### src/rtl/alu_result_collector.sv
// alu_result_collector: tracks destination tags of ops issued to the extended
// ALU, captures the integer result (one cycle later) or FP result (two cycles
// later) and queues completed writebacks in order for the register file.
module alu_result_collector #(
    parameter int DATA_WIDTH     = 32,
    parameter int REG_ADDR_WIDTH = 5,
    parameter int FIFO_DEPTH     = 4
) (
    input  logic                      clk,
    input  logic                      rst,
    input  logic                      issue_valid,
    output logic                      issue_ready,
    input  logic [REG_ADDR_WIDTH-1:0] issue_rd,
    input  logic                      issue_is_fp,
    output logic                      alu_en,
    input  logic [DATA_WIDTH-1:0]     alu_result,
    input  logic                      alu_zero,
    input  logic                      alu_overflow,
    input  logic                      alu_carry,
    input  logic                      alu_negative,
    input  logic [DATA_WIDTH-1:0]     fp_result,
    input  logic                      fp_overflow,
    output logic                      wb_valid,
    input  logic                      wb_ready,
    output logic [REG_ADDR_WIDTH-1:0] wb_rd,
    output logic [DATA_WIDTH-1:0]     wb_data,
    output logic [3:0]                wb_flags,
    output logic                      wb_is_fp
);

    localparam int PTR_W   = $clog2(FIFO_DEPTH);
    localparam int CNT_W   = PTR_W + 1;
    localparam int USED_W  = PTR_W + 2;
    // Entry layout: {rd, data, flags[3:0], is_fp}
    localparam int ENTRY_W = REG_ADDR_WIDTH + DATA_WIDTH + 5;

    logic                      alu_en_reg;
    logic                      fp_bubble_reg;
    logic                      t1_valid_reg;
    logic                      t1_fp_reg;
    logic [REG_ADDR_WIDTH-1:0] t1_rd_reg;
    logic                      t2_valid_reg;
    logic [REG_ADDR_WIDTH-1:0] t2_rd_reg;
    logic [PTR_W-1:0]          wr_ptr_reg;
    logic [PTR_W-1:0]          rd_ptr_reg;
    logic [CNT_W-1:0]          count_reg;
    logic [ENTRY_W-1:0]        fifo_mem [FIFO_DEPTH];

    logic [USED_W-1:0]         used;
    logic                      accept;
    logic                      int_done;
    logic                      fp_done;
    logic                      push;
    logic                      pop;
    logic [ENTRY_W-1:0]        push_entry;
    logic [ENTRY_W-1:0]        head;

    // Credit check, accept, completion and push selection from registered state.
    always_comb begin
        used = USED_W'(count_reg) + USED_W'(t1_valid_reg) + USED_W'(t2_valid_reg);
        // Gating on alu_en_reg keeps ops from being accepted while the ALU is
        // still disabled coming out of reset.
        issue_ready = !rst && alu_en_reg && !fp_bubble_reg && (used < USED_W'(FIFO_DEPTH));
        accept      = issue_valid && issue_ready;
        int_done    = t1_valid_reg && !t1_fp_reg;
        fp_done     = t2_valid_reg;
        // rd==0 tags complete silently; nothing is pushed in a reset cycle.
        push = !rst && ((int_done && (t1_rd_reg != '0)) || (fp_done && (t2_rd_reg != '0)));
        if (fp_done) begin
            push_entry = {t2_rd_reg, fp_result, 2'b00, fp_overflow, (fp_result == '0), 1'b1};
        end else begin
            push_entry = {t1_rd_reg, alu_result, alu_negative, alu_carry, alu_overflow,
                          alu_zero, 1'b0};
        end
        wb_valid = (count_reg != '0);
        pop      = wb_valid && wb_ready;
        head     = wb_valid ? fifo_mem[rd_ptr_reg] : '0;
    end

    assign alu_en   = alu_en_reg;
    assign wb_rd    = head[ENTRY_W-1 -: REG_ADDR_WIDTH];
    assign wb_data  = head[DATA_WIDTH+4:5];
    assign wb_flags = head[4:1];
    assign wb_is_fp = head[0];

    // ALU enable, FP issue bubble and the two-stage tag pipeline.
    always_ff @(posedge clk) begin
        if (rst) begin
            alu_en_reg    <= 1'b0;
            fp_bubble_reg <= 1'b0;
            t1_valid_reg  <= 1'b0;
            t1_fp_reg     <= 1'b0;
            t1_rd_reg     <= '0;
            t2_valid_reg  <= 1'b0;
            t2_rd_reg     <= '0;
        end else begin
            alu_en_reg    <= 1'b1;
            fp_bubble_reg <= accept && issue_is_fp;
            t1_valid_reg  <= accept;
            t1_fp_reg     <= issue_is_fp;
            t1_rd_reg     <= issue_rd;
            // Integer tags retire in T1; only FP tags occupy T2.
            t2_valid_reg  <= t1_valid_reg && t1_fp_reg;
            t2_rd_reg     <= t1_rd_reg;
        end
    end

    // FIFO pointers and occupancy; pointers wrap naturally (depth is a power of two).
    always_ff @(posedge clk) begin
        if (rst) begin
            wr_ptr_reg <= '0;
            rd_ptr_reg <= '0;
            count_reg  <= '0;
        end else begin
            if (push) wr_ptr_reg <= wr_ptr_reg + PTR_W'(1);
            if (pop)  rd_ptr_reg <= rd_ptr_reg + PTR_W'(1);
            case ({push, pop})
                2'b10:   count_reg <= count_reg + CNT_W'(1);
                2'b01:   count_reg <= count_reg - CNT_W'(1);
                default: count_reg <= count_reg;
            endcase
        end
    end

    // Entry storage; contents need no reset since wb_* are masked by wb_valid.
    always_ff @(posedge clk) begin
        if (push) fifo_mem[wr_ptr_reg] <= push_entry;
    end

    // Credit accounting should make a push into a full FIFO impossible.
    assert property (@(posedge clk) disable iff (rst)
        !(push && !pop && (count_reg == CNT_W'(FIFO_DEPTH))));

endmodule

### config.mk
export PLATFORM = sky130hd
export DESIGN_NAME = alu_result_collector
export DESIGN_NICKNAME = d
export VERILOG_FILES = /design/src/rtl/alu_result_collector.sv
export SDC_FILE = /design/constraint.sdc
export NUM_CORES = 1
export LEC_CHECK = 0
export ABC_AREA = 0
export ABC_CLOCK_PERIOD_IN_PS = 3150
export CAP_MARGIN = 15
export CORE_ASPECT_RATIO = 1.75
export CORE_UTILIZATION = 35
export DETAILED_ROUTE_END_ITERATION = 10
export PLACE_DENSITY = 0.64
export SLEW_MARGIN = 20
export SYNTH_ARGS = -nofsm -noshare
export SYNTH_HDL_FRONTEND = slang
export SYNTH_SLANG_ARGS = --single-unit
### constraint.sdc
create_clock -name clk -period 3.15 [get_ports clk]
set_input_delay 0.4725 -clock clk [delete_from_list [all_inputs] [get_ports clk]]
set_output_delay 0.4725 -clock clk [all_outputs]
set_load 0.02 [all_outputs]
==> results.md <==
* Clk pwr share at 38.3%
* Sw frac at 22.4%
* Worst setup SP type: register
* Initial antenna violation count at 1
* Post-CTS Hold Fix Bufs at 0
* Setup crit end kind: output port
* Ranking of synthesized cells by area: edfxtp_1 65%, mux4_2 12%, dfxtp_1 6.1%, mux2_2 5.5%, and2_1 3.8%
* Final min period at 2.98 ns
* Cell taking the most area after synthesis: edfxtp_1
* Setup Buffers After CTS at 0
* Post-DP HPWL at 11000 µm
* Syn_area_per_cell at 18.7 µm²
* Hold Vio Cnt, Final at 0
* Final setup violation count at 0
* # H-tree levels at 4
* Grt total ovfl at 0
* Pint at 4200 µW
* Worst-path fanout max at 16
* WL/cell at 18.9 µm
* N_diodes at 0
* Post-synth EDFFs at 168
* Fin crit share at 94.6%
* Flop pwr share at 51.9%
* RePlAce Congestion at 0.694
* Sequential element share of the synthesized area at 70.7%
* Setup CP Type: register to output port
* Netlist cell types at 33
* Num rows at 72
* Final net count at 639
* PortBufs at 123
* Worst VDD drop at 0.354 mV
* Initial DRC count at 192
* Vias/cell at 4.76
* Clk_skew at 0.00701 ns
* Warnings, synthesis at 0
* P_sw at 1210 µW
* Clk Latency, worst-skew pair at 0.43 ns
* CTS tree: built
* Maximum clock rate at 336 MHz
* Max-cap violations at 0
* First-pass iteration count of the detailed router at 4
* R2R setup slack at 0.36 ns
* Synth Cell Area at 0.00781 mm²
* Combinational power share at 9.8%
* CTS resizes at 0
* Num CTS Buffers at 17
* Worst EP arrival at 2.51 ns
* Ratio of cells with drive above 1 in the final layout at 25.0%
* Core outline area at 0.0220 mm²
* Fin Setup TNS at 0 ns
* Max reg flops at 168
* Die Span X at 115 µm
* Effective utilization at floorplan at 35.5%
* Clk sinks at 192
* Pwr/cell area at 537 mW/mm²
* Height of the chip at 200 µm
* Ys flop type: edfxtp_1
* Commonest non-fill, non-tap cell in the layout: edfxtp_1
* Vias in the first global route at 4517
* Total area of sequential cells at 0.00553 mm²
* Gate Count Post-Synth at 417
* Critical Path RT at 2.68 ns
* Slew @ Worst Pin at 0.662 ns
* RSZ-0062 raised after global routing: no
* Async set-or-reset flop fraction in the synthesized netlist at 0%
* # DRC at 0
* Total GRT Usage at 15.2%
* Most frequent cells in the layout: 168 x edfxtp_1, 123 x clkdlybuf4s50_1, 44 x and2_1, 42 x mux4_2, 38 x mux2_2
* Relative slew slack at 55.4%
* Status: complete, no violations
* Leak at 0.00323 µW
* Post-route ant nets at 0
* Longest Clk Path Bufs at 2
* Detailed Route WL at 16300 µm
* Post-synth net total at 503
* #FFs+latches synth at 192
* Synth top area share at 64.6%
* Area grow syn2layout at 28.8%
* Die ar. at 0.0229 mm²
* CTS root buf: clkbuf_16
* Max-slew violations at 0
* DP Worst Slack at 0.151 ns
* Min-Delay Path Class: register to register
* Ports at 124
* Post-route setup slack at 0.170 ns
* FILL cells at 1986
* Worst-path clk slew at 0.07 ns
* Multi-input logic area at 0.00216 mm²
* Via count at 4095
* Largest net degree at the start of global routing at 43
* Global-route wire length before repair at 24900 µm
## power by group through the flow
stage | Clock, µW | Combinational, µW | Sequential (µW)
2_1_floorplan | 0 | 275 | 2850
3_3_place_gp | 0 | 528 | 2870
3_5_place_dp | 0 | 538 | 2870
4_1_cts | 2120 | 540 | 2810
5_1_grt | 2210 | 570 | 2810
6_report | 2070 | 528 | 2810
## cell type report
type                    instances  share of cell area (%)
multi-input cells             195                    21.5
clock buffers                  17                    4.23
well taps                     296                    3.68
clock inverters                14                    1.47
inverters                       8                   0.298
repair buffers                139                    13.9
flip-flops and latches        192                    55.0
## final timing paths
kind	from	endpoint	cells past startpoint
worst max-delay path	fp_done	issue_ready	5
worst min-delay path	t1_rd_reg[2]	t2_rd_reg[2]	1
worst max register to register	fp_done	fifo_mem[3][1]	5
worst min register to register	t1_rd_reg[2]	t2_rd_reg[2]	1
## stage by stage
stage,cells,instance area [µm²],hold WS [ns],total power (µW),utilization (%)
floorplan,417,7810,0.457,3130,-
global placement,830,9490,0.468,3400,43.2
detailed placement,830,9490,0.477,3410,43.2
CTS,861,10100,0.488,5470,45.8
global route,861,10100,0.504,5590,45.8
finish,861,10100,0.485,5410,45.8
## routing by layer
layer	up-vias	wire length, µm	track usage [%]
met2	84	9590	29.3
met1	2097	5950	15.5
met4	2	268	5.87
met5	-	11	0
met3	17	488	3.34
li1	1895	-	-
## synthesized netlist by cell type (2+ instances only)
master	number
nand3_1	2
and2_1	48
nor2_1	8
mux2_2	38
buf_4	5
inv_1	8
nor2b_1	15
clkbuf_1	15
o21ai_2	2
nor3_1	2
ha_1	6
or4_1	3
or3_1	2
o21ai_0	2
nor4_1	5
edfxtp_1	168
and3_1	2
mux4_2	42
xor2_1	3
a21oi_1	5
dfxtp_1	24
## critical path: stages, from the launching register on
cell             delay [ns]
dfxtp_2                0.61
ha_1                   0.31
a21oi_1                0.13
o21ai_0                0.08
nor3_1                 0.27
clkdlybuf4s50_1        0.68
## kinds of logic after synthesis
kind of cell             count (synthesis)  synth area share (%)
flip-flops                             192                  70.7
adder cells (fa/ha/maj)                  7                  1.22
AO/OA/AOI/OAI                           11                 0.865
buffers and inverters                   30                  1.71
XOR/XNOR                                 4                 0.448
AND/OR/NAND/NOR                         92                  7.27
multiplexers                            81                  17.8
Power figures use the tool's default switching activity.
